===== src/rtl/vpu_pkg.sv =====
// rtl/vpu_pkg.sv - shared VPU constants for SRAM width and operand queue sizing
package vpu_pkg;

    localparam int SRAM_DATA_WIDTH     = 32;
    localparam int OPERAND_Q_DEPTH     = 4;
    localparam int OPERAND_Q_CNT_WIDTH = $clog2(OPERAND_Q_DEPTH) + 1;

endpackage


===== src/rtl/vpu_operand_queue.sv =====
// rtl/vpu_operand_queue.sv - per-operand first-word-fall-through FIFO with sticky overflow
module vpu_operand_queue
    import vpu_pkg::*;
#(
    parameter int DATA_WIDTH = SRAM_DATA_WIDTH,
    parameter int DEPTH      = OPERAND_Q_DEPTH,
    parameter int AFULL_TH   = DEPTH - 1
) (
    input  logic                      clk,
    input  logic                      rst_n,
    input  logic                      wren_i,
    input  logic [DATA_WIDTH-1:0]     wdata_i,
    output logic                      rvalid_o,
    input  logic                      rready_i,
    output logic [DATA_WIDTH-1:0]     rdata_o,
    input  logic                      flush_i,
    input  logic                      clr_err_i,
    output logic                      full_o,
    output logic                      almost_full_o,
    output logic                      empty_o,
    output logic [$clog2(DEPTH):0]    count_o,
    output logic                      overflow_o
);

    localparam int PW = $clog2(DEPTH);
    localparam int CW = PW + 1;

    logic [DATA_WIDTH-1:0] mem [DEPTH];
    logic [PW-1:0]         wptr_q, wptr_d;
    logic [PW-1:0]         rptr_q, rptr_d;
    logic [CW-1:0]         count_q, count_d;
    logic                  ovf_q, ovf_d;
    logic                  push, pop, drop;

    // Status flags come only from registered count so wren/rready never reach them combinationally
    assign full_o        = (count_q == CW'(DEPTH));
    assign empty_o       = (count_q == '0);
    assign almost_full_o = (count_q >= CW'(AFULL_TH));
    assign count_o       = count_q;
    assign rvalid_o      = ~empty_o;
    assign rdata_o       = mem[rptr_q];
    assign overflow_o    = ovf_q;

    // Handshake decode and next-state for pointers, count and sticky overflow
    always_comb begin
        pop     = rvalid_o & rready_i & ~flush_i;
        push    = wren_i & (~full_o | pop) & ~flush_i;
        drop    = wren_i & full_o & ~pop & ~flush_i;
        wptr_d  = wptr_q;
        rptr_d  = rptr_q;
        count_d = count_q;
        ovf_d   = ovf_q;
        if (flush_i) begin
            wptr_d  = '0;
            rptr_d  = '0;
            count_d = '0;
        end else begin
            if (push) wptr_d = wptr_q + PW'(1);
            if (pop)  rptr_d = rptr_q + PW'(1);
            if (push && !pop)      count_d = count_q + CW'(1);
            else if (pop && !push) count_d = count_q - CW'(1);
        end
        // A new drop in the same cycle as a clear leaves the flag set
        if (drop)           ovf_d = 1'b1;
        else if (clr_err_i) ovf_d = 1'b0;
    end

    // Pointer, count and overflow registers
    always_ff @(posedge clk or negedge rst_n) begin
        if (!rst_n) begin
            wptr_q  <= '0;
            rptr_q  <= '0;
            count_q <= '0;
            ovf_q   <= 1'b0;
        end else begin
            wptr_q  <= wptr_d;
            rptr_q  <= rptr_d;
            count_q <= count_d;
            ovf_q   <= ovf_d;
        end
    end

    // Storage array; cleared on reset so the head reads zero out of reset
    always_ff @(posedge clk or negedge rst_n) begin
        if (!rst_n) begin
            for (int i = 0; i < DEPTH; i++) mem[i] <= '0;
        end else if (push) begin
            mem[wptr_q] <= wdata_i;
        end
    end

endmodule


===== config.mk =====
export PLATFORM = sky130hd
export DESIGN_NAME = vpu_operand_queue
export DESIGN_NICKNAME = d
export VERILOG_FILES = /design/src/rtl/vpu_pkg.sv /design/src/rtl/vpu_operand_queue.sv
export SDC_FILE = /design/constraint.sdc
export NUM_CORES = 1
export LEC_CHECK = 0
export BUFFER_PORTS_ARGS = -buffer_cell sky130_fd_sc_hd__buf_2
export CORE_MARGIN = 2
export CORE_UTILIZATION = 50
export CTS_BUF_LIST = sky130_fd_sc_hd__clkbuf_4 sky130_fd_sc_hd__clkbuf_8 sky130_fd_sc_hd__clkbuf_16
export CTS_CLUSTER_DIAMETER = 50
export DETAILED_ROUTE_END_ITERATION = 8
export PLACE_DENSITY = 0.7
export SYNTH_ARGS = -nofsm -noshare
export SYNTH_HDL_FRONTEND = slang
export SYNTH_SLANG_ARGS = --single-unit

===== constraint.sdc =====
create_clock -name clk -period 3 [get_ports clk]
set_input_delay 0.15 -clock clk [delete_from_list [all_inputs] [get_ports clk]]
set_output_delay 0.15 -clock clk [all_outputs]
set_load 0.02 [all_outputs]

==> results of run 1 <==
-- cells by family (layout without fill, tap and decap cells) --
kind of cell	after synthesis	after routing	share of synthesized area
buffers and inverters	28	127	0.0429
XOR/XNOR	3	3	0.00402
flip-flops	136	136	0.520
AND/OR/NAND/NOR	26	26	0.0291
adder cells (fa/ha/maj)	5	5	0.0107
multiplexers	162	162	0.385
AO/OA/AOI/OAI	6	6	0.00746
-- final cells by class --
class	instances	area (sq um)
sequential	136	3410
clock buffer	30	573
tap	172	215
fill	1012	5060
inverter	7	26.3
timing repair buffer	89	532
clock inverter	1	5.00
multi-input combinational	202	2860
-- flip-flops by register name (all words and copies together) (netlist names) --
signal / cells
overflow_o: 1
wptr_q: 2
count_o: 3
rptr_q: 2
mem: 128
-- worst max-delay path, stage by stage (launching register included) --
cell     delay (ns)
dfrtp_1        0.46
nor4b_4        0.48
nor3_1         0.17
fa_1           0.42
nor4_1         0.29
a31oi_1        0.08
mux2_1         0.31
-- layer usage --
layer,GRT usage,up-vias,wire length (um)
li1,-,1521,-
met1,0.257,1767,5520
met2,0.301,65,5890
met3,0.0487,17,483
met4,0.0714,0,194
met5,0,-,0
-- final timing paths --
| check | startpoint | slack [ns] | cells past startpoint | endpoint |
|---|---|---|---|---|
| setup reg to reg | count_o[1] | 0.67 | 6 | count_o[2] |
| hold / removal | wdata_i[2] | 0.01 | 2 | mem[98] |
| min in group asynchronous | rst_n | 0.28 | 2 | count_o[1] |
| max in group asynchronous | rst_n | 1.94 | 3 | mem[105] |
| hold reg to reg | mem[12] | 0.50 | 1 | mem[12] |
| setup / recovery | count_o[1] | 0.67 | 6 | count_o[2] |
-- power by group --
group / total (mW) / internal, mW / switching (mW)
sequential: 2.88 / 2.48 / 0.395
clock: 2.00 / 1.27 / 0.724
combinational: 2.14 / 1.32 / 0.815
-- per-stage QoR --
stage	worst slack (ns)	instances	area, sq um	power (mW)
finish	0.666	637	7610	7.02
global route	0.556	637	7610	7.38
CTS	0.668	637	7610	7.08
detailed placement	0.684	596	6940	5.03
global placement	0.781	596	6940	4.95
floorplan	0.785	366	6540	4.51
-- cell usage in the layout, fill, tap and decap left out, drive strengths merged --
master,instances
fa,1
mux2,129
clkbuf,30
nand2b,2
o21a,2
mux4,32
ha,4
inv,7
mux2i,1
a31oi,1
a22o,1
nor2b,1
a21o,1
clkinv,1
nor4,1
dfrtp,136
buf,79
or3,1
o31a,1
and3,1
and2,1
xor2,1
nor4b,1
nor3,6
nand2,5
nor2,7
xnor2,2
dlygate4sd3,10
==> impl_metrics.csv, run 1 <==
group,metric,value,unit
timing,final_max_slew_viol_count,0,
timing,rsz0062_at_grt,"false",
synthesis,yosysMostFrequentCell,"dfrtp_1",
die,die_w,118,um
timing,setup_violations,0,
cts,cts_num_sinks,136,
placed_design,place_hpwl,7040,um
cts,cts-root-to-sink-buffers,2,
global_route,gr-total-overflow,0,
worst_setup_path,critPathCaptureType,"register",
synthesis,ys_warn_count,0,
drt,wl,12100,um
worst_setup_path,required,3.30,ns
cts,clk_pin_slew,0.05,ns
synthesis,async_flop_share,1.00,
status,status,"completed",
hold_path,hold_path_class,"primary input to register",
timing,slew_headroom,0.370,
synthesis,synth_edf_count,0,
synthesis,synth_cell_types,33,
worst_setup_path,cp-start-kind,"register",
cts,clkLatencyLatePin,0.41,ns
global_route,grt.total_usage,0.191,
synthesis,yosys.area.top_type,"dfrtp_1",
synthesis,synth_area,0.00654,sq mm
cells_and_area,antenna-diode-count,0,
global_route,grt_pass1_vias,3830,
cts,cts_resized,0,
timing,timing.fmax,0.428,GHz
drt,first_pass_iters,4,
worst_setup_path,path_max_fanout,7,
cts,cts_setup_buffers,0,
synthesis,yosysSeqAreaShare,0.520,
placed_design,routabilityCongestion,0.761,
timing,hold_ws,0.0150,ns
cells_and_area,post-route-util,0.601,
timing,post-route-period-util,0.778,
worst_setup_path,critPathArrivalTime,2.63,ns
synthesis,netlist_top_cells_area,"dfrtp_1 52%, mux2_4 21%, mux4_2 11%",
cells_and_area,syn_to_final_growth,16.4,%
cts,cts_max_level,4,
cells_and_area,drive_gt1_frac,0.604,
die,row_count,41,
timing,period_needed,2.33,ns
drt,drcViolationCount,0,
synthesis,synth-seq-cells,136,
placed_design,port_buffers,77,
timing,hold_viol_final,0,
drt,drt_iter0_markers,177,
worst_setup_path,path_class,"register to register",
die,core,0.0127,sq mm
cts,cts_buffers,17,
timing,tightest_slew,0.945,ns
global_route,grt_first_pass_wirelength,20800,um
run,cap_violations,0,
drt,vias_per_cell,5.29,
die,start_util,0.516,
global_route,antenna_found_initial,0,
synthesis,syn_inst,366,
drt,wire_per_inst,19.0,um
synthesis,yosys-top-cells-count,"136 x dfrtp_1, 90 x mux2_4, 36 x mux2_2",
die,dieArea,0.0140,sq mm
drt,vias,3370,
cells_and_area,nets,496,
synthesis,synthesis.nets,409,
synthesis,synth_top_area_frac,0.520,
cts,cts_tree,"yes",
synthesis,ys.flop_type,"dfrtp_1",
cts,cts_root_buffer,"clkbuf_16",
power,p_leak,3.80,nW
timing,finClkSkew,0.00429,ns
global_route,grt_max_degree,70,
drt,ant_nets,0,
cts,hold_buffers,10,
power,power_density,922,mW/mm^2
die,ioPinCount,78,
timing,tns,0,ns
synthesis,syn_avg_cell_area,17.9,sq um
die,die_h,118,um
power,ir_worst_vdd,0.517,mV
Note: power is estimated with default switching activity, not from simulation.
==> run 2: changes to the inputs <==
clock period = 2.4 ns   (was 3 ns; I/O delays follow)
==> run 2 against run 1 <==
  * First-iteration DRC count decreased by 27%
  * Global-route usage increased by 0.54 points
  * Clock-buffer cell count decreased by 9
  * Clock skew increased by 0.0012 ns
  * Wire length increased by 3.4%
  * Sequential power increased by 25%
  * Sequential cell count unchanged
  * Via count increased by 4.5%
  * Critical path type is now register to output pin
  * Largest cell class unchanged
  * Largest power group unchanged
==> impl_metrics.csv, run 2 (synthesis gave the netlist of run 1 again) <==
group,metric,value,unit
global_route,antenna_found_initial,0,
timing,finClkSkew,0.00546,ns
cells_and_area,layout_common_cells,"134 x dfrtp_1, 90 x mux2_4, 76 x buf_2",
status,status,"completed",
die,core,0.0127,sq mm
power,p_leak,3.98,nW
cells_and_area,syn_to_final_growth,23.0,%
worst_setup_path,cp-start-kind,"register",
timing,tns,0,ns
cts,cts_buffers,17,
cells_and_area,finalNonFillerCells,677,
timing,setup_violations,0,
power,finalPower,8.96,mW
cts,cts_max_level,4,
die,die_h,118,um
global_route,grt_max_degree,71,
drt,first_pass_iters,4,
worst_setup_path,required,2.28,ns
cts,cts-root-to-sink-buffers,2,
worst_setup_path,critPathArrivalTime,2.02,ns
cts,cts_tree,"yes",
cells_and_area,drive_gt1_frac,0.588,
cts,clk_pin_slew,0.06,ns
die,row_count,41,
die,ioPinCount,78,
cells_and_area,antenna-diode-count,0,
drt,wl,12500,um
timing,post-route-period-util,0.893,
global_route,gr-total-overflow,0,
cells_and_area,largest_reg_flops,128,
power,ir_worst_vdd,0.749,mV
drt,drcViolationCount,0,
drt,drt_iter0_markers,130,
timing,slew_headroom,0.559,
global_route,grt_pass1_vias,4038,
timing,hold_viol_final,0,
global_route,grt_first_pass_wirelength,21200,um
hold_path,hold_start,"rready_i",
drt,wire_per_inst,18.5,um
cts,cts_num_sinks,136,
die,start_util,0.516,
die,die_w,118,um
worst_setup_path,r2r_start,"count_o[0]",
cells_and_area,layout_commonest_cell,"dfrtp_1",
cells_and_area,post-route-util,0.635,
global_route,grt.total_usage,0.196,
cts,cts_root_buffer,"clkbuf_16",
drt,vias_per_cell,5.20,
hold_path,hold_path_class,"primary input to register",
run,cap_violations,0,
cells_and_area,top_register,"mem",
placed_design,place_hpwl,7810,um
worst_setup_path,path_max_fanout,12,
drt,ant_nets,0,
die,dieArea,0.0140,sq mm
timing,tightest_slew,0.661,ns
timing,timing.fmax,0.467,GHz
worst_setup_path,crit_start,"rptr_q[0]",
timing,final_max_slew_viol_count,0,
worst_setup_path,path_class,"register to output pin",
placed_design,routabilityCongestion,0.784,
placed_design,dp.cells,610,
cts,clkLatencyLatePin,0.42,ns
placed_design,port_buffers,77,
power,power_density,1110,mW/mm^2
worst_setup_path,critPathCaptureType,"output pin",
timing,rsz0062_at_grt,"false",
drt,vias,3523,
cells_and_area,nets,535,
timing,period_needed,2.14,ns
-- run 2: cell types whose count changed in the layout (fill, tap and decap cells not counted), sizes merged --
cell	change
clkinv	+4
bufinv	+2
dlygate4sd3	+25
clkbuf	-9
buf	+14
clkinvlp	+4
-- run 2: routing by layer --
| metal | GRT usage | wire length (um) |
|---|---|---|
| met5 | 0 | 0 |
| met4 | 0.0930 | 204 |
| met3 | 0.0410 | 465 |
| met2 | 0.306 | 5990 |
| met1 | 0.265 | 5840 |
-- run 2: final timing paths --
check,to,cells past startpoint,slack (ns)
setup / recovery,rdata_o[30],3,0.26
hold / removal,overflow_o,3,0.09
setup reg to reg,count_o[2],6,0.28
hold reg to reg,mem[18],1,0.50
max in group asynchronous,mem[71],3,1.32
min in group asynchronous,count_o[1],2,0.28
-- run 2: metrics by stage --
stage / worst slack (ns) / cell area, sq um / hold slack, ns
CTS: 0.167 / 8040 / 0.0781
detailed placement: 0.174 / 7090 / 0.183
finish: 0.258 / 8040 / 0.0867
global route: 0.143 / 8040 / 0.101
floorplan: 0.185 / 6540 / -0.176
global placement: 0.263 / 7090 / 0.174
-- run 2: area by class of cell --
type                       instances  area, sq um
inverter                           7         26.3
multi-input combinational        202         2860
sequential                       136         3410
clock buffer                      21          474
fill                             971         4630
clock inverter                    11          123
tap                              172          215
timing repair buffer             128          937
-- run 2: power by group --
group          internal [mW]  switching (mW)  leakage, nW
Sequential              3.10           0.492         1.70
Combinational           1.72            1.05         1.99
Clock                   1.62           0.977        0.284
Total                   6.44            2.51         3.98
-- run 2: critical path: stages, from the launching register on --
cell	delay [ns]
dfrtp_2	0.66
buf_12	0.23
mux4_2	0.53
buf_2	0.18
-- run 2: what timing repair did --
action | in CTS | in global routing
gates resized for setup | 0 | 1
endpoints found under the setup margin | 0 | 1
hold buffers | 35 | 0
hold endpoints to repair | 203 | 0
buffers inserted | 0 | 0
==> run 3: changes to the inputs <==
CORE_ASPECT_RATIO = 1.1   (was default)
SETUP_SLACK_MARGIN = 0.3   (was default)
==> run 3 against run 2 <==
  * The run now ends with design-rule violations left
  * Critical path type is now register to register
  * Largest cell class unchanged
  * Wire length shrank 0.35%
  * Power down 1.7%
  * Global-route usage down 0.43 points
==> impl_metrics.csv, run 3 (synthesis gave the netlist of run 1 again) <==
group,metric,value,unit
worst_setup_path,worstRegToRegCells,7,
cts,cts-root-to-sink-buffers,2,
drt,vias,3587,
die,die_h,124,um
run,cap_violations,0,
timing,rsz0062_at_grt,"true",
drt,wire_per_inst,18.8,um
die,core,0.0127,sq mm
drt,m1WireLength,5800,um
die,die_w,113,um
global_route,grt_pass1_vias,3885,
cts,cts_max_level,4,
cts,clk_pin_slew,0.05,ns
timing,setup_violations,0,
drt,vias_per_cell,5.40,
hold_path,hold_start,"rready_i",
worst_setup_path,path_max_fanout,15,
cts,clkLatencyLatePin,0.41,ns
power,ir_worst_vdd,0.493,mV
cells_and_area,nets,538,
power,finalPower,8.80,mW
power,power_density,1100,mW/mm^2
timing,slew_headroom,0.713,
status,violations,"design-rule violations",
die,dieArea,0.0140,sq mm
cells_and_area,finalNonFillerCells,664,
drt,drcViolationCount,3,
global_route,grt_max_degree,61,
worst_setup_path,r2r_start,"count_o[2]",
drt,drt_iter0_markers,193,
cts,cts_num_sinks,136,
die,start_util,0.515,
global_route,gr-total-overflow,0,
worst_setup_path,required,2.70,ns
worst_setup_path,cp-start-kind,"register",
drt,first_pass_iters,8,
timing,final_max_slew_viol_count,0,
global_route,grt_first_pass_wirelength,20500,um
cells_and_area,layout_commonest_cell,"dfrtp_1",
cells_and_area,top_register,"mem",
timing,finClkSkew,0.00591,ns
placed_design,dp.cells,593,
global_route,grt.total_usage,0.192,
timing,tightest_slew,0.430,ns
cells_and_area,largest_reg_flops,128,
worst_setup_path,path_class,"register to register",
cts,cts_tree,"yes",
status,status,"complete, but fails checks",
worst_setup_path,critPathArrivalTime,2.36,ns
drt,top_layer,"met4",
hold_path,hold_path_class,"primary input to register",
timing,post-route-period-util,0.858,
cts,cts_root_buffer,"clkbuf_16",
cells_and_area,fill_cells,944,
die,row_count,43,
timing,hold_ws,0.117,ns
placed_design,routabilityCongestion,0.748,
cells_and_area,layout_common_cells,"131 x dfrtp_1, 90 x mux2_4, 76 x buf_2",
placed_design,port_buffers,77,
timing,period_needed,2.06,ns
worst_setup_path,critPathCaptureType,"register",
cells_and_area,syn_to_final_growth,22.6,%
die,ioPinCount,78,
hold_path,holdPathStages,3,
placed_design,place_hpwl,7710,um
cells_and_area,drive_gt1_frac,0.596,
cells_and_area,antenna-diode-count,0,
drt,wl,12500,um
drt,ant_nets,0,
global_route,antenna_found_initial,0,
power,p_leak,3.99,nW
worst_setup_path,crit_start,"count_o[2]",
timing,tns,0,ns
timing,hold_viol_final,0,
cells_and_area,post-route-util,0.632,
drt,wl_met2,6030,um
cts,cts_buffers,17,
timing,timing.fmax,0.485,GHz
drt,wl_met3,423,um
-- run 3: routing by layer --
| layer | vias up | global-route usage |
|---|---|---|
| li1 | 1599 | - |
| met1 | 1909 | 0.260 |
| met2 | 60 | 0.303 |
| met3 | 19 | 0.0516 |
| met4 | 0 | 0.0686 |
| met5 | - | 0 |
-- run 3: timing repair --
action	in CTS	in global routing
endpoints found under the hold margin	178	0
endpoints found under the setup margin	5	2
pin swaps	1	0
gates cloned	0	0
hold buffers	35	0
gates resized for setup	2	2
buffers inserted	2	3
-- run 3: stage by stage --
stage,setup WS [ns],cell area (sq um)
global placement,0.330,7040
finish,0.340,8020
floorplan,0.341,6550
detailed placement,0.273,7040
CTS,0.334,7980
global route,0.267,8020
-- run 3: report_power, final --
part           switching, mW  internal (mW)  leakage (nW)
logic                   1.07           1.71          2.01
registers              0.461           3.11          1.70
clock network          0.935           1.53         0.275
-- run 3: worst max-delay path, cell delays in order (launching register included) --
cell and delay, ns:
dfrtp_2 0.46, nor4b_4 0.15, buf_4 0.15, buf_12 0.12, nor2_4 0.24, nand2_4 0.25
buf_12 0.24, mux2_4 0.30
-- run 3: worst paths after layout --
check	end	slack, ns
max in group asynchronous	mem[98]	1.42
setup / recovery	mem[48]	0.34
hold reg to reg	mem[12]	0.49
setup reg to reg	mem[48]	0.34
min in group asynchronous	overflow_o	0.20
hold / removal	overflow_o	0.12
-- run 3: area by class of cell --
class / count / area (sq um) / area share
Clock buffer: 23 / 489 / 0.0610
Clock inverter: 8 / 72.6 / 0.00905
Inverter: 7 / 26.3 / 0.00328
Multi-Input combinational cell: 202 / 2880 / 0.359
Sequential cell: 136 / 3410 / 0.425
Tap cell: 157 / 196 / 0.0245
Timing Repair Buffer: 131 / 947 / 0.118
